## src/rtl/irq_guard_pkg.sv

```systemverilog
// Shared definitions for the multi-region IRQ/DMA guard: FSM encoding,
// cause bit positions, field widths and a saturating counter helper.
package irq_guard_pkg;

  typedef enum logic [1:0] {
    ST_RUN       = 2'd0,
    ST_KILL_HOLD = 2'd1,
    ST_KILL_WAIT = 2'd2
  } state_e;

  localparam int CAUSE_IRQ   = 0;
  localparam int CAUSE_DMA   = 1;
  localparam int CAUSE_ENTRY = 2;
  localparam int CAUSE_EXIT  = 3;

  localparam int CAUSE_W  = 4;
  localparam int CNT_W    = 8;
  localparam int REGION_W = 3;
  localparam int PC_W     = 16;

  // Increment that sticks at all-ones instead of wrapping.
  function automatic logic [CNT_W-1:0] sat_inc(input logic [CNT_W-1:0] v);
    logic [CNT_W-1:0] r;
    if (v == {CNT_W{1'b1}}) begin
      r = v;
    end else begin
      r = v + CNT_W'(1);
    end
    return r;
  endfunction

endpackage

```

## src/rtl/region_match.sv

```systemverilog
// Address decode for one protected region. The upper bound is computed in
// 17 bits so a region whose last instruction is 16'hFFFE does not wrap.
module region_match
  import irq_guard_pkg::*;
#(
  parameter logic [PC_W-1:0] BASE = 16'h0010,
  parameter logic [PC_W-1:0] SIZE = 16'h0010
) (
  input  logic [PC_W-1:0] pc,
  input  logic [PC_W-1:0] prev_pc,
  output logic            in_now,
  output logic            in_prev,
  output logic            at_base,
  output logic            prev_at_last
);

  localparam logic [PC_W:0] BASE_X = {1'b0, BASE};
  localparam logic [PC_W:0] LAST_X = {1'b0, BASE} + {1'b0, SIZE} - 17'd2;

  logic [PC_W:0] pc_x_s;
  logic [PC_W:0] prev_x_s;

  assign pc_x_s       = {1'b0, pc};
  assign prev_x_s     = {1'b0, prev_pc};
  assign in_now       = (pc_x_s >= BASE_X) && (pc_x_s <= LAST_X);
  assign in_prev      = (prev_x_s >= BASE_X) && (prev_x_s <= LAST_X);
  assign at_base      = (pc_x_s == BASE_X);
  assign prev_at_last = (prev_x_s == LAST_X);

endmodule

```

## src/rtl/irq_guard_multi.sv

```systemverilog
// Multi-region IRQ/DMA guard. Watches the PC against NUM_REGIONS protected
// code regions and requests a registered core reset on interrupt/DMA activity
// inside a region or on a non-atomic entry/exit. Cause, region and a
// saturating count are latched for post-mortem firmware.
module irq_guard_multi
  import irq_guard_pkg::*;
#(
  parameter int                       NUM_REGIONS   = 2,
  parameter logic [16*NUM_REGIONS-1:0] REGION_BASE  = {16'h0100, 16'h0010},
  parameter logic [16*NUM_REGIONS-1:0] REGION_SIZE  = {16'h0040, 16'h0010},
  parameter logic [15:0]              RESET_HANDLER = 16'h0000,
  parameter int                       RESET_HOLD    = 4,
  parameter int                       DMA_CHECK     = 1,
  parameter int                       ATOMIC_CHECK  = 1
) (
  input  logic                clk,
  input  logic                rst_n,
  input  logic [PC_W-1:0]     pc,
  input  logic                irq,
  input  logic                dma_en,
  output logic                reset,
  output logic [CAUSE_W-1:0]  viol_cause,
  output logic [REGION_W-1:0] viol_region,
  output logic [CNT_W-1:0]    viol_cnt
);

  // Hold counter only needs to reach RESET_HOLD-1.
  localparam int   HOLD_W      = (RESET_HOLD > 1) ? $clog2(RESET_HOLD) : 1;
  localparam logic DMA_CHK_C   = (DMA_CHECK != 0);
  localparam logic ATOM_CHK_C  = (ATOMIC_CHECK != 0);

  state_e              state_r;
  state_e              next_state_s;
  logic                reset_r;
  logic                reset_next_s;
  logic [HOLD_W-1:0]   hold_cnt_r;
  logic [HOLD_W-1:0]   hold_next_s;
  logic [CAUSE_W-1:0]  viol_cause_r;
  logic [CAUSE_W-1:0]  cause_next_s;
  logic [REGION_W-1:0] viol_region_r;
  logic [REGION_W-1:0] region_next_s;
  logic [CNT_W-1:0]    viol_cnt_r;
  logic [CNT_W-1:0]    cnt_next_s;
  logic [PC_W-1:0]     prev_pc_r;

  logic [NUM_REGIONS-1:0] in_now_s;
  logic [NUM_REGIONS-1:0] in_prev_s;
  logic [NUM_REGIONS-1:0] at_base_s;
  logic [NUM_REGIONS-1:0] prev_at_last_s;
  logic [CAUSE_W-1:0]     region_terms_s [NUM_REGIONS];
  logic [CAUSE_W-1:0]     terms_s;
  logic [REGION_W-1:0]    viol_idx_s;
  logic                   viol_s;

  for (genvar g = 0; g < NUM_REGIONS; g++) begin : g_region
    region_match #(
      .BASE (REGION_BASE[16*g +: 16]),
      .SIZE (REGION_SIZE[16*g +: 16])
    ) u_match (
      .pc           (pc),
      .prev_pc      (prev_pc_r),
      .in_now       (in_now_s[g]),
      .in_prev      (in_prev_s[g]),
      .at_base      (at_base_s[g]),
      .prev_at_last (prev_at_last_s[g])
    );

    assign region_terms_s[g][CAUSE_IRQ]   = irq & in_now_s[g];
    assign region_terms_s[g][CAUSE_DMA]   = DMA_CHK_C & dma_en & in_now_s[g];
    assign region_terms_s[g][CAUSE_ENTRY] = ATOM_CHK_C & in_now_s[g] & ~in_prev_s[g] & ~at_base_s[g];
    assign region_terms_s[g][CAUSE_EXIT]  = ATOM_CHK_C & in_prev_s[g] & ~in_now_s[g] & ~prev_at_last_s[g];
  end

  // Merge per-region terms; scan high to low so the lowest index wins.
  always_comb begin
    terms_s    = 4'd0;
    viol_idx_s = 3'd0;
    for (int r = NUM_REGIONS - 1; r >= 0; r--) begin
      terms_s = terms_s | region_terms_s[r];
      if (|region_terms_s[r]) begin
        viol_idx_s = REGION_W'(r);
      end else begin
        viol_idx_s = viol_idx_s;
      end
    end
    viol_s = |terms_s;
  end

  // Next-state and next-value logic for the FSM, hold counter and status.
  always_comb begin
    next_state_s  = state_r;
    reset_next_s  = reset_r;
    hold_next_s   = hold_cnt_r;
    cause_next_s  = viol_cause_r;
    region_next_s = viol_region_r;
    cnt_next_s    = viol_cnt_r;
    case (state_r)
      ST_RUN: begin
        if (viol_s) begin
          next_state_s  = ST_KILL_HOLD;
          reset_next_s  = 1'b1;
          hold_next_s   = HOLD_W'(RESET_HOLD - 1);
          cause_next_s  = viol_cause_r | terms_s;
          region_next_s = viol_idx_s;
          cnt_next_s    = sat_inc(viol_cnt_r);
        end else begin
          reset_next_s  = 1'b0;
        end
      end
      ST_KILL_HOLD: begin
        reset_next_s = 1'b1;
        if (hold_cnt_r != HOLD_W'(0)) begin
          hold_next_s = hold_cnt_r - HOLD_W'(1);
        end else begin
          next_state_s = ST_KILL_WAIT;
        end
      end
      ST_KILL_WAIT: begin
        if ((pc == RESET_HANDLER) && !viol_s) begin
          next_state_s = ST_RUN;
          reset_next_s = 1'b0;
        end else begin
          reset_next_s = 1'b1;
        end
      end
      default: begin
        next_state_s = ST_KILL_WAIT;
        reset_next_s = 1'b1;
      end
    endcase
  end

  // State, status and PC history registers with synchronous reset.
  always_ff @(posedge clk) begin
    if (!rst_n) begin
      state_r       <= ST_KILL_WAIT;
      reset_r       <= 1'b1;
      hold_cnt_r    <= HOLD_W'(0);
      viol_cause_r  <= 4'd0;
      viol_region_r <= 3'd0;
      viol_cnt_r    <= 8'd0;
      prev_pc_r     <= RESET_HANDLER;
    end else begin
      state_r       <= next_state_s;
      reset_r       <= reset_next_s;
      hold_cnt_r    <= hold_next_s;
      viol_cause_r  <= cause_next_s;
      viol_region_r <= region_next_s;
      viol_cnt_r    <= cnt_next_s;
      prev_pc_r     <= pc;
    end
  end

  assign reset       = reset_r;
  assign viol_cause  = viol_cause_r;
  assign viol_region = viol_region_r;
  assign viol_cnt    = viol_cnt_r;

endmodule

```

## config.mk

```make
export PLATFORM = sky130hd
export DESIGN_NAME = irq_guard_multi
export DESIGN_NICKNAME = d
export VERILOG_FILES = /design/src/rtl/irq_guard_pkg.sv /design/src/rtl/region_match.sv /design/src/rtl/irq_guard_multi.sv
export SDC_FILE = /design/constraint.sdc
export NUM_CORES = 1
export LEC_CHECK = 0
export ABC_AREA = 1
export BUFFER_PORTS_ARGS = -buffer_cell sky130_fd_sc_hd__buf_2
export CORE_MARGIN = 2
export CORE_UTILIZATION = 45
export CTS_BUF_LIST = sky130_fd_sc_hd__clkbuf_8
export DETAILED_ROUTE_END_ITERATION = 10
export GPL_TIMING_DRIVEN = 0
export PLACE_DENSITY = 0.67
export SLEW_MARGIN = 5
export SYNTH_ARGS = -nofsm -noshare
export SYNTH_HDL_FRONTEND = slang
export SYNTH_SLANG_ARGS = --single-unit
```

## constraint.sdc

```tcl
create_clock -name clk -period 1.7 [get_ports clk]
set_input_delay 0.085 -clock clk [delete_from_list [all_inputs] [get_ports clk]]
set_output_delay 0.085 -clock clk [all_outputs]
set_load 0.05 [all_outputs]
```

## Word level (Yosys, flattened, before mapping)

Cells that the tools add are included.
Widths: inputs -> output; s select.

- Bitwise operators: 23
- $add $sub $neg: 2
- Reductions and logical operators: 17
- Muxes and demuxes: 12
- Equal/unequal tests: 11
- Order comparisons: 8

Operators by type and width:

| kind | count |
|---|---|
| $eq 16x5->1 const B | 2 |
| $eq 16x9->1 const B | 2 |
| $ge 16x5->1 const B | 2 |
| $ge 16x9->1 const B | 2 |
| $le 16x5->1 const B | 2 |
| $le 16x9->1 const B | 2 |
| $logic_not 16->1 | 1 |
| $and 1x1->1 | 12 |
| $reduce_or 4->1 | 3 |
| $mux 2 | 5 |
| $not 1->1 | 9 |
| $reduce_and 3->1 | 3 |
| $add 8x1->8 const B | 1 |
| $eq 8x8->1 const B | 1 |
| $ne 2x2->1 const B | 4 |
| $or 4x4->4 | 2 |
| $pmux 2 s3 | 1 |
| $logic_and 1x1->1 | 5 |
| $mux 1 | 4 |
| $pmux 2 s2 | 1 |
| $reduce_bool 2->1 | 2 |
| $eq 2x1->1 const B | 1 |
| $eq 2x2->1 const B | 1 |
| $logic_not 2->1 | 1 |
| 4 further kinds | 4 |

- Logic and storage cells: 80
- Register bits after elaboration: 36
- Output and inout bits: 16
- Bits of input ports: 20

## Longest topological paths before layout

Gate-level depths: netlist (run 1).

- Depth in word-level cells: 11
- Gate-level depth with buffers: 16
- Gate-level depth less buffers: 15

## Cells and area by module

From an unflattened synthesis (run 1), not the netlist that was laid out.

- Cells, all modules: 288
- Area total of the unflattened synthesis: 1839.3 um2

Modules (own cells, without submodules):

| module | seq. area each (um2) | cells each | times used | area each (um2) |
|---|---|---|---|---|
| irq_guard_multi | 680.7 | 203 | 1 | 1487.7 |
| region_match at g_region[0].u_match | 0.0 | 46 | 1 | 188.9 |
| region_match at g_region[1].u_match | 0.0 | 39 | 1 | 162.7 |

## Worst setup path after synthesis (run 1)

Ideal clock, no wire load.

- Path type: reg2reg
- From: reg viol_cnt_r[1] (netlist: viol_cnt[1])
- To: reg viol_cnt_r[0] (netlist: viol_cnt[0])
- Setup slack: -0.148 ns
- Stages on the path, launching flop included: 10
- Buffers on the path: 0
- Arrival: 1.718 ns
- Period minus slack after synthesis: 1.848 ns
- Required time: 1.570 ns
- Setup time: 0.130 ns
- Path through: dfxtp_1 -> ha_1 -> nand2_1 -> nor2_1 -> inv_1 -> nor2_1 -> nand2_1 -> nand3_4 -> nand2_1 -> nor3b_2

- Word-level cells in the longest chain between the ends: 3

RTL lines:

| item | RTL line | text |
|---|---|---|
| from (decl) | irq_guard_multi.sv:42 | `logic [CNT_W-1:0] viol_cnt_r;` |
| from (signal assigned) | irq_guard_multi.sv:149 | `viol_cnt_r <= cnt_next_s;` |
| $eq 8x8->1 | irq_guard_pkg.sv:24 | `if (v == {CNT_W{1'b1}}) begin` |
| $not 1->1 (no line) | -- |  |
| $reduce_and 3->1 (no line) | -- |  |

No other way between the ends.
A chain may end at the register's enable or synchronous reset.

## Worst setup path after layout (run 1)

- From: reg prev_pc_r[7]
- To: reg reset_r (netlist: reset)

- Word-level cells in the longest chain between the ends: 11
- Elaborated cells between the ends (all ways): 27
- Those cells by class: order compare: 4; eq/ne: 2; mux: 3; bitwise: 13; reduce/logical: 5

RTL lines:

| item | RTL line | text |
|---|---|---|
| from (decl) | irq_guard_multi.sv:44 | `logic [PC_W-1:0] prev_pc_r;` |
| from (signal assigned) | irq_guard_multi.sv:150 | `prev_pc_r <= pc;` |
| $ge 16x9->1, or another cell as far along | region_match.sv:26 | `assign in_prev = (prev_x_s >= BASE_X) && (prev_x_s <= LAST_X);` |
| $logic_and 1x1->1 | region_match.sv:26 |  |
| $not 1->1 | irq_guard_multi.sv:70 | `assign region_terms_s[g][CAUSE_ENTRY] = ATOM_CHK_C & in_now_s[g] & ~in_prev_s[g] & ~at_base_s[g];` |
| $and 1x1->1 (2 in series) | irq_guard_multi.sv:70 |  |
| $or 4x4->4 * | irq_guard_multi.sv:79 | `terms_s = terms_s \| region_terms_s[r];` |
| $reduce_or 4->1 * | irq_guard_multi.sv:86 | `viol_s = \|terms_s;` |
| $logic_not 1->1 | irq_guard_multi.sv:119 | `if ((pc == RESET_HANDLER) && !viol_s) begin` |
| $logic_and 1x1->1 | irq_guard_multi.sv:119 |  |
| $mux 1 | irq_guard_multi.sv:119 |  |
| $pmux 1 s2 * | irq_guard_multi.sv:97 | `case (state_r)` |
| to (signal assigned) | irq_guard_multi.sv:145 | `reset_r <= reset_next_s;` |
| to (decl) | irq_guard_multi.sv:34 | `logic reset_r;` |

Mark *: on every way between the ends. The rest lies on a longest branch, timed or not.

==> results of run 1 <==
==> layer usage <==
metal  share of wire, %  global-route usage, %  vias up
met5                  0                      0        -
met4                1.0                  7.143        0
met3                5.9                  5.167        4
met2                 47                  31.56       40
met1                 46                  26.41      782
li1                   -                      -      957
==> stage by stage <==
| step | setup WS (ns) | hold WS [ns] | TNS, ns |
|---|---|---|---|
| CTS | -0.03300 | 0.004982 | -0.1095 |
| global placement | -0.05783 | 0.2782 | -0.3115 |
| global route | -0.2484 | 0.01806 | -2.876 |
| floorplan | 0.03808 | 0.1785 | 0 |
| detailed placement | -0.07489 | 0.2805 | -0.5046 |
| finish | -0.09626 | 0.008828 | -0.5159 |
==> logic make-up after synthesis <==
family	count (synthesis)	share of synthesized area (%)
adders and majority gates	2	1.387
AOI/OAI and AO/OA	24	7.836
and+or+nand+nor	152	37.31
other	1	0.2078
DFF	34	37.73
buffers and inverters	70	15.53
==> power by group through the flow <==
stage          clock network (mW)  logic (mW)  registers (mW)
3_5_place_dp                    0       0.151           0.845
5_1_grt                     0.681       0.200           0.832
2_1_floorplan                   0      0.0995           0.843
3_3_place_gp                    0       0.149           0.845
4_1_cts                     0.630       0.170           0.828
6_report                    0.623       0.174           0.829
==> cell type report <==
type | instances | area [µm²] | share of cell area [%]
multi-input cells | 180 | 902.1 | 39.38
flip-flops and latches | 34 | 688.2 | 30.04
repair buffers | 44 | 262.8 | 11.47
inverters | 63 | 236.5 | 10.32
clock buffers | 6 | 82.58 | 3.605
well taps | 50 | 62.56 | 2.731
plain buffers | 7 | 43.79 | 1.912
clock inverters | 2 | 12.51 | 0.5461
==> worst max-delay path by stage <==
stage | from | end | cells after the start
finish | prev_pc_r[7]$_SDFF_PN0_ | reset$_SDFF_PN1_ | 13
global route | prev_pc_r[4]$_SDFF_PN0_ | viol_cnt[0]$_SDFFE_PN0P_ | 15
CTS | prev_pc_r[10]$_SDFF_PN0_ | viol_cnt[0]$_SDFFE_PN0P_ | 14
detailed placement | prev_pc_r[11]$_SDFF_PN0_ | viol_cnt[0]$_SDFFE_PN0P_ | 13
global placement | prev_pc_r[11]$_SDFF_PN0_ | viol_cnt[5]$_SDFFE_PN0P_ | 13
floorplan | viol_cnt[1]$_SDFFE_PN0P_ | viol_cnt[0]$_SDFFE_PN0P_ | 9
==> registers in the layout, indices dropped and copies added, names as in the netlist <==
register     count
state_r          2
viol_cnt         8
hold_cnt_r       2
viol_region      1
prev_pc_r       16
reset            1
viol_cause       4
==> critical path, cell delays in order (launching register included) <==
cell and delay [ns]:
dfxtp_1 0.32, nor2_2 0.13, nand2_1 0.06, nor2_1 0.17
nand3_2 0.12, nand2_2 0.08, nand2_2 0.05, nand2_2 0.06
nand2_2 0.06, nor2_2 0.11, nand2_2 0.08, buf_2 0.17
o21ai_2 0.16, nand3_1 0.10
==> cells in the final DEF, fill, tap and decap left out, drive strengths merged <==
master | Yosys | routed
o21a | 2 | 2
o21ai | 6 | 6
o21bai | 3 | 3
a31oi | 1 | 1
dlygate4sd3 | 0 | 7
o2bb2ai | 1 | 1
dfxtp | 34 | 34
buf | 5 | 42
inv | 63 | 63
nand3 | 17 | 17
nand2 | 62 | 62
clkinvlp | 0 | 1
clkbuf | 2 | 8
clkinv | 0 | 1
ha | 2 | 2
conb | 1 | 2
nor2 | 59 | 59
a21oi | 11 | 11
nor3b | 1 | 1
nand4 | 8 | 8
nor3 | 5 | 5
==> repair_timing <==
item | 4_1_cts | 5_1_grt
buffers inserted | 3 | 0
gates cloned | 1 | 0
endpoints found under the setup margin | 14 | 16
hold buffers | 7 | 0
pin swaps | 3 | 6
hold endpoints to repair | 7 | 0
resized for setup | 7 | 12
==> results.cfg, run 1 <==
[detailed_routing]
wl_um = 3931
first_pass_iters = 4
vias = 1783
ant_nets = 0
wire_per_inst_um = 10.18
drt-vias-per-instance = 4.619
drt_iter0_drc = 115
drc = 0

[worst_setup_path]
end_kind = register
path_max_fanout = 5
r2r_end = reset$_SDFF_PN1_
cp.required_ns = 1.87
arrival_ns = 1.96
r2r_setup_slack_ns = -0.1
reg2reg_depth = 13
path_class = reg -> reg
critPathLaunchType = register
reg2reg_from = prev_pc_r[7]$_SDFF_PN0_

[yosys]
synth_edf_count = 0
ys_top_cells_by_count = inv_1 (62), nand2_1 (59), nor2_1 (55), dfxtp_1 (34), nand3_1 (14)
synth_area_leaders = dfxtp_1 (38%), inv_1 (13%), nand2_1 (12%)
synthArstFlopShare_pct = 0
yosysWarnings = 0
synth.largest_area_cell = dfxtp_1
ys_ff_latch = 34
yosysMostFrequentCell = inv_1
synth_ff_type = dfxtp_1
ys_types = 28
yosys.area.top_type_share_pct = 37.73
synth_cells = 283
postSynthAreaPerCell_um2 = 6.375
seq_area_frac_synth_pct = 37.73
synth.cell_area_mm2 = 0.001804

[floorplanning]
die_x_um = 67.32
rows = 23
die_area_mm2 = 0.004532
ios = 36
coreArea_mm2 = 0.003943
start_util_pct = 45.76
die_h_um = 67.32

[power_and_ir_drop]
power_frac_comb_pct = 10.7
p_leak_nw = 1.187
p_seq_share_pct = 51.0
clkPwrFrac_pct = 38.3
total_power_mw = 1.627
powerDensity_mw_per_mm2 = 710.1
switching_power_mw = 0.4149
swShare_pct = 25.50
p_int_mw = 1.212
ir_drop_v = 0.0005346

[clock_tree]
htreeDepth = 2
clockBufferDepth = 2
clk_pin_slew_worst_paths_ns = 0.07
cts_tree = done
insertion_delay_ns = 0.28
cts_made_buffers = 5
clock-root-buffer = clkbuf_8
cts_sinks = 34

[hold_path]
min_path_type = in -> reg
hold_end = prev_pc_r[5]$_SDFF_PN0_
hp-start = pc[5]
hold_depth = 3

[place]
globalplace.congestion = 0.8311
dpl.cell_count = 367
dp_hpwl_um = 2868
dpl_cell_area_mm2 = 0.002042
port-buffer-count = 33

[cells_and_area]
n_antenna_cell = 0
fin_nets = 357
n_fill_cell = 398
final_layout_size_suffix_gt1_share_pct = 25.89
fin_cells = 386
postLayoutCoreUtil_pct = 58.11
syn_to_final_growth_pct = 26.98
final_cell_area_mm2 = 0.002291

[timing]
setup_viol_count_final = 12
setup_ws_ns = -0.09626
fin_skew_ns = 0.007548
fmax_mhz = 556.7
post-route-min-period_ns = 1.796
final-hold-violation-count = 0
drv_slew = 0
rsz0062_at_grt = true
min_period_over_period_pct = 105.7

[flow_run]
drv_cap = 0

[outcome]
outcome = finished, violations left
violations = setup timing

[global_route]
grt_overflow = 0
grt_use_total_pct = 20.02
grt_pass1_vias = 1586
grt_max_degree = 12
antenna_found_initial = 0
grt_pass1_wl_um = 6879
(Power assumes the default switching activity.)
==> run 2: changes to the inputs <==
==> constraint.sdc (replaced) <==
create_clock -name clk -period 1.8 [get_ports clk]
set_input_delay 0.09 -clock clk [delete_from_list [all_inputs] [get_ports clk]]
set_output_delay 0.09 -clock clk [all_outputs]
set_load 0.05 [all_outputs]
==> run 2 against run 1 <==
The run now ends clean; setup slack improved by 0.13 ns; clock power shrank 7.2%; combinational power decreased by 2%; global-route usage shrank 1.4 points; critical path type unchanged; critical endpoint is now viol_cnt[0]$_SDFFE_PN0P_; largest power group unchanged; highest routed layer unchanged.
==> results.cfg, run 2 (synthesis results as in run 1) <==
[power_and_ir_drop]
powerDensity_mw_per_mm2 = 668.0
p_leak_nw = 1.207
ir_drop_v = 0.0005085

[detailed_routing]
first_pass_iters = 5
wl_um = 3819
drt-vias-per-instance = 4.520
wire_per_inst_um = 9.971
vias = 1731
drt_iter0_drc = 100
drc = 0
ant_nets = 0

[timing]
slew_headroom_pct = 63.72
tightest_slew_ns = 0.5442
fin_skew_ns = 0.005758
rsz0062_at_grt = true
final-hold-violation-count = 0
whs_ns = 0.007923
drv_slew = 0
min_period_over_period_pct = 98.26
setup_viol_count_final = 0
fin_setup_tns_ns = 0
post-route-min-period_ns = 1.769
fmax_mhz = 565.4

[place]
dpl_cell_area_mm2 = 0.002038
dp_hpwl_um = 2803
port-buffer-count = 33
globalplace.congestion = 0.8287
dpl.cell_count = 367

[floorplanning]
coreArea_mm2 = 0.003943
die_area_mm2 = 0.004532
die_h_um = 67.32
ios = 36
rows = 23
die_x_um = 67.32
start_util_pct = 45.76

[worst_setup_path]
reg2reg_depth = 14
cp.required_ns = 1.95
r2r_setup_slack_ns = 0.03
critical-path-slowest-cell = dfxtp_1
r2r_end = viol_cnt[0]$_SDFFE_PN0P_
path_max_fanout = 5
critPathLaunchType = register
cp_top_family = simple AND/OR/NAND/NOR gates
cp_cell_sequence = nor2_1 > nand2_1 > nor2_4 > nand2_1 > nand2_1 > nand2_1 > nand2_1 > nand2_2 > nor2_4 > nand2_4 > buf_6 > nand3_4 > nand2_2 > nor3b_2
reg2reg_from = prev_pc_r[15]$_SDFF_PN0_
path_class = reg -> reg
crit_top_cell = nand2_1
cp_num_buf_inv = 1
critical-path-max-stage-delay_ns = 0.31
end_kind = register
arrival_ns = 1.92

[hold_path]
hp-start = pc[7]
min_path_type = in -> reg
hold_end = prev_pc_r[7]$_SDFF_PN0_
hold_depth = 3

[clock_tree]
clockBufferDepth = 2
insertion_delay_ns = 0.28
cts_made_buffers = 5
clock-root-buffer = clkbuf_8
cts_tree = done
clk_pin_slew_worst_paths_ns = 0.07
htreeDepth = 2
cts_sinks = 34

[cells_and_area]
largest_reg_flops = 16
top_register = prev_pc_r
fin_nets = 354
final_cell_mix = inv_1 (63), nand2_1 (56), nor2_1 (48)
n_antenna_cell = 0
final_cell_area_mm2 = 0.002292
final_common_cell = inv_1
n_fill_cell = 394
final_layout_size_suffix_gt1_share_pct = 24.62
syn_to_final_growth_pct = 27.05
fin_cells = 383

[global_route]
antenna_found_initial = 0
grt_pass1_wl_um = 6285
grt_pass1_vias = 1486
grt_max_degree = 11
grt_overflow = 0
grt_use_total_pct = 18.59

[outcome]
outcome = completed

[flow_run]
drv_cap = 0
## run 2: how the worst max path moves through the flow
stage                                          end  cells after the start  slack (ns)                     start
after floorplan           viol_cnt[0]$_SDFFE_PN0P_                     10        0.03  viol_cnt[4]$_SDFFE_PN0P_
after global placement    viol_cnt[0]$_SDFFE_PN0P_                     14        0.04  prev_pc_r[15]$_SDFF_PN0_
after detailed placement  viol_cnt[0]$_SDFFE_PN0P_                     14       -0.01  prev_pc_r[10]$_SDFF_PN0_
after CTS                 viol_cnt[5]$_SDFFE_PN0P_                     13        0.03  prev_pc_r[11]$_SDFF_PN0_
after global routing      viol_cnt[0]$_SDFFE_PN0P_                     14       -0.10  prev_pc_r[12]$_SDFF_PN0_
final                     viol_cnt[0]$_SDFFE_PN0P_                     14        0.03  prev_pc_r[15]$_SDFF_PN0_
## run 2: worst register-to-register path, delay by kind of cell, from the launching register on
kind	cells	cell delay, ns
buf+inv	1	0.14
flops	1	0.31
simple gates	13	1.17
## run 2: repair_timing
item / 4_1_cts / 5_1_grt
resized for setup: 1 / 25
setup buffers: 0 / 2
setup endpoints to repair: 3 / 16
pin swaps: 0 / 14
hold buffers: 5 / 0
cloned: 0 / 1
endpoints found under the hold margin: 5 / 0
## run 2: area by class of cell
type	instances	area (µm²)	share of cell area, %
plain buffers	7	43.79	1.910
clock buffers	6	82.58	3.603
clock inverters	2	8.758	0.3821
inverters	63	236.5	10.32
multi-input cells	180	929.6	40.56
flip-flops and latches	34	686.9	29.97
well taps	50	62.56	2.729
repair buffers	41	241.5	10.53
## run 2: stage by stage
stage	power (mW)	setup WS, ns	utilization, %
floorplan	0.8898	0.02646	-
global placement	0.9388	0.03821	51.70
detailed placement	0.9412	-0.009911	51.70
CTS	1.524	0.02536	55.35
global route	1.597	-0.1037	58.14
finish	1.531	0.03128	58.14
## run 2: metal layers
layer / track usage, % / vias up / part of all wire (%)
met5: 0 / - / 0
met4: 6.888 / 0 / 1.2
met3: 5.000 / 4 / 3.7
met2: 29.21 / 26 / 46
met1: 24.41 / 757 / 49
li1: - / 944 / -
## run 2: power by group
part	switching (mW)	total, mW	internal [mW]
Sequential	0.0117	0.784	0.772
Combinational	0.102	0.170	0.0681
Clock	0.275	0.578	0.303
